<file path="src/rtl/maze_pkg.sv">
// maze_pkg: shared maze encodings, grid defaults and solver state enum.
package maze_pkg;
    localparam int GRID_W = 16;
    localparam int GRID_H = 16;
    localparam logic [1:0] HDG_N = 2'd0;
    localparam logic [1:0] HDG_E = 2'd1;
    localparam logic [1:0] HDG_S = 2'd2;
    localparam logic [1:0] HDG_W = 2'd3;
    localparam logic PATH = 1'b1;
    localparam logic WALL = 1'b0;
    typedef enum logic [1:0] {S_IDLE, S_WALK, S_DONE, S_FAIL} state_t;
endpackage

</file>
<file path="src/rtl/maze_neighbor_probe.sv">
// maze_neighbor_probe: picks the right-hand-rule move from the current cell, off-grid cells read as wall.
module maze_neighbor_probe #(
    parameter int GRID_W = maze_pkg::GRID_W,
    parameter int GRID_H = maze_pkg::GRID_H,
    parameter int XW = $clog2(GRID_W),
    parameter int YW = $clog2(GRID_H)
) (
    input  logic [GRID_W*GRID_H-1:0] snap,
    input  logic [XW-1:0]            pos_x,
    input  logic [YW-1:0]            pos_y,
    input  logic [1:0]               heading,
    output logic [1:0]               dir,
    output logic [XW-1:0]            next_x,
    output logic [YW-1:0]            next_y,
    output logic                     any_open
);
    import maze_pkg::*;
    localparam logic [XW:0] ONE_X = 1;
    localparam logic [YW:0] ONE_Y = 1;
    logic [XW:0] cx [4];
    logic [YW:0] cy [4];
    logic [3:0] is_open;
    logic [1:0] c_r, c_l;
    // The extra top bit turns -1 and GRID_W into out-of-range values.
    always_comb begin
        cx[HDG_N] = {1'b0, pos_x};
        cy[HDG_N] = {1'b0, pos_y} - ONE_Y;
        cx[HDG_E] = {1'b0, pos_x} + ONE_X;
        cy[HDG_E] = {1'b0, pos_y};
        cx[HDG_S] = {1'b0, pos_x};
        cy[HDG_S] = {1'b0, pos_y} + ONE_Y;
        cx[HDG_W] = {1'b0, pos_x} - ONE_X;
        cy[HDG_W] = {1'b0, pos_y};
        for (int d = 0; d < 4; d++)
            is_open[d] = cx[d] < (XW+1)'(GRID_W) && cy[d] < (YW+1)'(GRID_H)
                         && snap[{cy[d][YW-1:0], cx[d][XW-1:0]}] == PATH;
    end
    assign c_r = heading + 2'd1;
    assign c_l = heading - 2'd1;
    assign dir = is_open[c_r] ? c_r : is_open[heading] ? heading : is_open[c_l] ? c_l : heading + 2'd2;
    assign any_open = |is_open;
    assign next_x = cx[dir][XW-1:0];
    assign next_y = cy[dir][YW-1:0];
endmodule

</file>
<file path="src/rtl/maze_wall_follower.sv">
// maze_wall_follower: snapshots a carved maze and walks it from (0,0) to the goal with the right-hand rule.
module maze_wall_follower #(
    parameter int GRID_W = maze_pkg::GRID_W,
    parameter int GRID_H = maze_pkg::GRID_H,
    parameter int MAX_STEPS = 1023,
    parameter int CNT_W = 10
) (
    input  logic                         clk,
    input  logic                         rst_n,
    input  logic                         start,
    input  logic                         maze_ready,
    input  logic [GRID_W*GRID_H-1:0]     maze_data,
    input  logic [$clog2(GRID_W)-1:0]    goal_x,
    input  logic [$clog2(GRID_H)-1:0]    goal_y,
    input  logic                         step_en,
    output logic                         busy,
    output logic [$clog2(GRID_W)-1:0]    pos_x,
    output logic [$clog2(GRID_H)-1:0]    pos_y,
    output logic [1:0]                   heading,
    output logic                         step_valid,
    output logic [CNT_W-1:0]             step_count,
    output logic                         done,
    output logic                         fail
);
    import maze_pkg::*;
    localparam int XW = $clog2(GRID_W);
    localparam int YW = $clog2(GRID_H);
    state_t state, state_nxt;
    logic [GRID_W*GRID_H-1:0] snap;
    logic [XW-1:0] gx, nx;
    logic [YW-1:0] gy, ny;
    logic [1:0] dir;
    logic any_open, accept, at_goal, at_max, move;

    maze_neighbor_probe #(.GRID_W(GRID_W), .GRID_H(GRID_H)) u_probe (
        .snap(snap), .pos_x(pos_x), .pos_y(pos_y), .heading(heading),
        .dir(dir), .next_x(nx), .next_y(ny), .any_open(any_open)
    );

    assign accept = start && maze_ready && state != S_WALK;
    assign at_goal = pos_x == gx && pos_y == gy;
    assign at_max = step_count == CNT_W'(MAX_STEPS);
    assign move = state == S_WALK && step_en && !at_goal && !at_max && any_open;

    always_ff @(posedge clk) begin
        if (!rst_n) state <= S_IDLE;
        else state <= state_nxt;
    end

    always_comb begin
        state_nxt = state != S_WALK ? (accept ? (maze_data[0] == PATH ? S_WALK : S_FAIL) : state)
                  : !step_en ? S_WALK
                  : at_goal ? S_DONE
                  : (at_max || !any_open) ? S_FAIL : S_WALK;
    end

    always_comb begin
        busy = state == S_WALK;
        done = state == S_DONE;
        fail = state == S_FAIL;
    end

    always_ff @(posedge clk) begin
        if (!rst_n) begin
            snap <= '0;
            gx <= '0;
            gy <= '0;
            pos_x <= '0;
            pos_y <= '0;
            heading <= HDG_E;
            step_count <= '0;
            step_valid <= 1'b0;
        end else begin
            step_valid <= move;
            if (accept) begin
                snap <= maze_data;
                gx <= goal_x;
                gy <= goal_y;
                pos_x <= '0;
                pos_y <= '0;
                heading <= HDG_E;
                step_count <= '0;
            end else if (move) begin
                pos_x <= nx;
                pos_y <= ny;
                heading <= dir;
                step_count <= step_count + 1'b1;
            end
        end
    end
endmodule

</file>
<file path="config.mk">
export PLATFORM = sky130hd
export DESIGN_NAME = maze_wall_follower
export DESIGN_NICKNAME = d
export VERILOG_FILES = /design/src/rtl/maze_pkg.sv /design/src/rtl/maze_neighbor_probe.sv /design/src/rtl/maze_wall_follower.sv
export SDC_FILE = /design/constraint.sdc
export NUM_CORES = 1
export LEC_CHECK = 0
export ABC_AREA = 1
export BUFFER_PORTS_ARGS = -buffer_cell sky130_fd_sc_hd__buf_4
export CORE_MARGIN = 2
export CORE_UTILIZATION = 40
export DETAILED_ROUTE_END_ITERATION = 7
export GPL_TIMING_DRIVEN = 0
export PLACE_DENSITY_LB_ADDON = 0.3
export SETUP_SLACK_MARGIN = 0.1
export SYNTH_ARGS = -nofsm -noshare
export SYNTH_HDL_FRONTEND = slang
export SYNTH_SLANG_ARGS = --single-unit
</file>
<file path="constraint.sdc">
create_clock -name clk -period 4.1 [get_ports clk]
set_input_delay 0.205 -clock clk [delete_from_list [all_inputs] [get_ports clk]]
set_output_delay 0.205 -clock clk [all_outputs]
set_load 0.01 [all_outputs]
</file>
==> flow_metrics.py <==
metrics = {
    "worst_setup_path": {
        "startpoint_type": "register",
        "crit_buf_inv": 7,
        "critPathSlowestCell": "dfxtp_4",
        "ff2ff_path_depth": 24,
        "worst_path_largest_cell_delay_ps": 390,
        "worstPathArrival_ps": 4490,
        "crit_top_cell": "nand3_2",
        "r2r-start": "pos_x[0]$_SDFFE_PP0P_",
        "crit_path_end_kind": "register",
        "required_ps": 4590,
        "cp_top_family": "simple AND/OR/NAND/NOR gates",
        "worst-path-max-fanout": 10,
        "reg2reg_setup_slack_ps": 100,
        "critical_path_class": "reg2reg",
        "crit_chain": "buf_4 -> ha_1 -> inv_1 -> nand2_1 -> nand2_2 -> inv_2 -> buf_2 -> nand3_1 -> nand3_2 -> nand3_1 -> nand3_2 -> nand3_2 -> nand3_4 -> nand3_1 -> nand2_1 -> inv_1 -> nand2_1 -> nand3_2 -> nor3_4 -> nand3_2 -> inv_2 -> nand3_1 -> nand2_1 -> inv_1",
    },
    "sta": {
        "setup-tns-final_ps": 0,
        "finClkSkew_ps": 18.18,
        "hold_violations": 0,
        "grt_setup_unrepaired": "true",
        "relSlewSlack_pct": 18.08,
        "achievable-frequency_mhz": 250.0,
        "drv_slew": 0,
        "fin_crit_sh_pct": 97.56,
        "tightest_slew_ps": 1229,
        "setup_viol_count_final": 0,
        "finalCriticalPeriod_ps": 4000,
    },
    "synth": {
        "post-synth-top-count-cell": "nand2_1",
        "asyncSetResetFlopFracSynth_pct": 0,
        "synth_top_area_share_pct": 33.00,
        "synth_top_area_cell": "dfxtp_1",
        "synth_fp_nets": 3234,
        "synth_ff_type": "dfxtp_1",
        "synth_commonest_cells": "899 x nand2_1, 575 x nand3_1, 448 x nor2_1",
        "syn_avg_cell_area_um2": 5.882,
        "synth_edf_count": 0,
        "ys_top_cells_by_area": "dfxtp_1 33%, nand2_1 19%, nand3_1 17%, nor2_1 9.7%, o21ai_0 8.9%",
        "synth_warnings": 0,
        "ys_ff_latch": 287,
        "ys_seq_area_share_pct": 33.00,
        "synth_cells": 2960,
        "synth.distinct_cells": 32,
        "synth_area_mm2": 0.01741,
    },
    "min_path": {
        "hold_path_class": "in2reg",
        "hold_path_end": "state[1]$_SDFFE_PN0P_",
        "min_path_cells": 5,
        "min_from": "step_en",
    },
    "floorplanning": {
        "placement_rows": 76,
        "die_w_um": 212.6,
        "core_area_mm2": 0.04298,
        "die_height_um": 212.6,
        "initial_core_util_pct": 40.51,
        "num_io_pins": 293,
        "die_area_mm2": 0.04521,
    },
    "cts": {
        "cts_max_path_buffers": 3,
        "cts.clk_slew.worst_paths_ps": 70,
        "clk_latency_ps": 590,
        "root_buffer": "clkbuf_16",
        "cts_sinks": 287,
        "numCtsBuffers": 30,
        "tritoncts": "done",
        "cts_max_level": 1,
    },
    "routing": {
        "num_vias": 24300,
        "vias_per_cell": 5.825,
        "drcViolationCount": 3,
        "firstDrtPassIters": 8,
        "wl_per_cell_um": 25.21,
        "drt_iter0_drc": 3450,
        "ant_nets": 0,
        "routed_wl_um": 105200,
    },
    "placement": {
        "postPlaceCellArea_mm2": 0.02034,
        "dpl.hpwl_um": 69370,
        "gp_congestion": 1.062,
        "portBuffers": 292,
    },
    "finish": {
        "stdcell_area_mm2": 0.02458,
        "fin_nets": 3836,
        "layout-drive-gt1-share_pct": 14.76,
        "syn_to_final_growth_pct": 41.15,
    },
    "global_route": {
        "grt_pass1_vias": 23100,
        "grt_pass1_wl_um": 149100,
        "grt_max_degree": 15,
        "grt_antenna_before_repair": 6,
        "grt_util_all_layers_pct": 45.66,
        "grt-ovfl-total": 0,
    },
    "run_status": {
        "outcome": "complete, but fails checks",
        "violations": "design-rule violations",
    },
    "power": {
        "ir_drop_v": 0.0002633,
        "power_density_mw_per_mm2": 312.9,
        "leakagePower_uw": 0.01118,
    },
    "flow_run": {
        "maxCapViolCount": 0,
    },
}
-- stage by stage --
stage | total power [uW] | hold WS, ps | std cells | util, % | setup WS, ps
floorplan | 4027 | 339.9 | 2960 | - | 648.9
global placement | 4734 | 427.2 | 3837 | 47.31 | -1062
detailed placement | 4740 | 430.8 | 3837 | 47.31 | -1003
CTS | 7537 | 9.038 | 4158 | 56.46 | 98.93
global route | 7935 | 59.08 | 4170 | 57.17 | 88.45
finish | 7690 | 34.95 | 4172 | 57.18 | 99.91
-- how the worst max path moves through the flow --
stage | from | to | slack, ps | cells after the start
after floorplan | pos_x[0]$_SDFFE_PP0P_ | step_count[5]$_SDFFE_PP0P_ | 650 | 25
after global routing | pos_x[0]$_SDFFE_PP0P_ | step_count[6]$_SDFFE_PP0P_ | 90 | 28
final | pos_x[0]$_SDFFE_PP0P_ | register | 100 | 24
after detailed placement | pos_x[0]$_SDFFE_PP0P_ | register | -1000 | 26
after global placement | pos_x[0]$_SDFFE_PP0P_ | register | -1060 | 26
after CTS | register | register | 100 | 20
-- routing by layer --
metal,vias up,global-route usage (%),wire [um]
met1,11060,55.20,38630
met3,536,14.77,14130
met2,1829,69.52,43710
met4,4,29.68,8634
li1,10870,-,-
met5,-,0.8899,56
-- repair_timing --
action / CTS / global route
pin swaps: 2 / 6
endpoints found under the hold margin: 265 / 0
buffers inserted: 3 / 9
gates cloned: 0 / 1
setup endpoints to repair: 22 / 21
hold buffers: 266 / 0
gates resized for setup: 120 / 81
-- report_power, final --
group          switching, uW  internal (uW)
Combinational           1130            769
Sequential               192           2990
Clock                   1170           1430
Total                   2500           5190
-- sequential cells by signal, indices dropped and copies added, names as in the netlist, named ones only --
name,cells
snap,256
heading,2
pos_x,1
step_valid,1
state,2
step_count,10
pos_y,1
gy,4
gx,4
-- worst min-delay path, stage by stage --
cell,delay (ps)
buf_4,110
nand3_1,60
o21ai_0,70
nand2_1,70
a21oi_1,50
-- cell families after synthesis --
family	count (synthesis)	synth area share (%)
flip-flops	287	33.00
AO/OA/AOI/OAI	384	11.11
buffers and inverters	315	7.660
XOR/XNOR	18	1.121
adder cells (fa/ha/maj)	5	0.3593
AND/OR/NAND/NOR	1951	46.75
-- final cells by class --
type,instances,area [um^2]
Fill cell,4263,18400
Antenna cell,4,10.01
Sequential cell,287,5751
Buffer,226,1384
Timing Repair Buffer,571,4956
Multi-Input combinational cell,2358,10500
Tap cell,585,732.0
Inverter,88,336.6
Clock buffer,43,850.8
Clock inverter,10,56.30
-- placed cells by master, fill, tap and decap left out, drive strengths merged, types with 3 or more instances in the layout --
| cell type | Yosys | final |
|---|---|---|
| o21ai | 313 | 313 |
| nor2 | 449 | 449 |
| xnor2 | 3 | 3 |
| a21oi | 66 | 66 |
| dlygate4sd3 | 0 | 266 |
| buf | 109 | 415 |
| dfxtp | 287 | 287 |
| inv | 86 | 87 |
| nand2 | 900 | 900 |
| ha | 5 | 5 |
| o211ai | 3 | 3 |
| diode | 0 | 4 |
| clkinv | 2 | 10 |
| nand4 | 13 | 13 |
| clkbuf | 118 | 159 |
| xor2 | 15 | 15 |
| nand3 | 579 | 579 |
| nor3 | 5 | 5 |
Power figures use the tool's default switching activity.
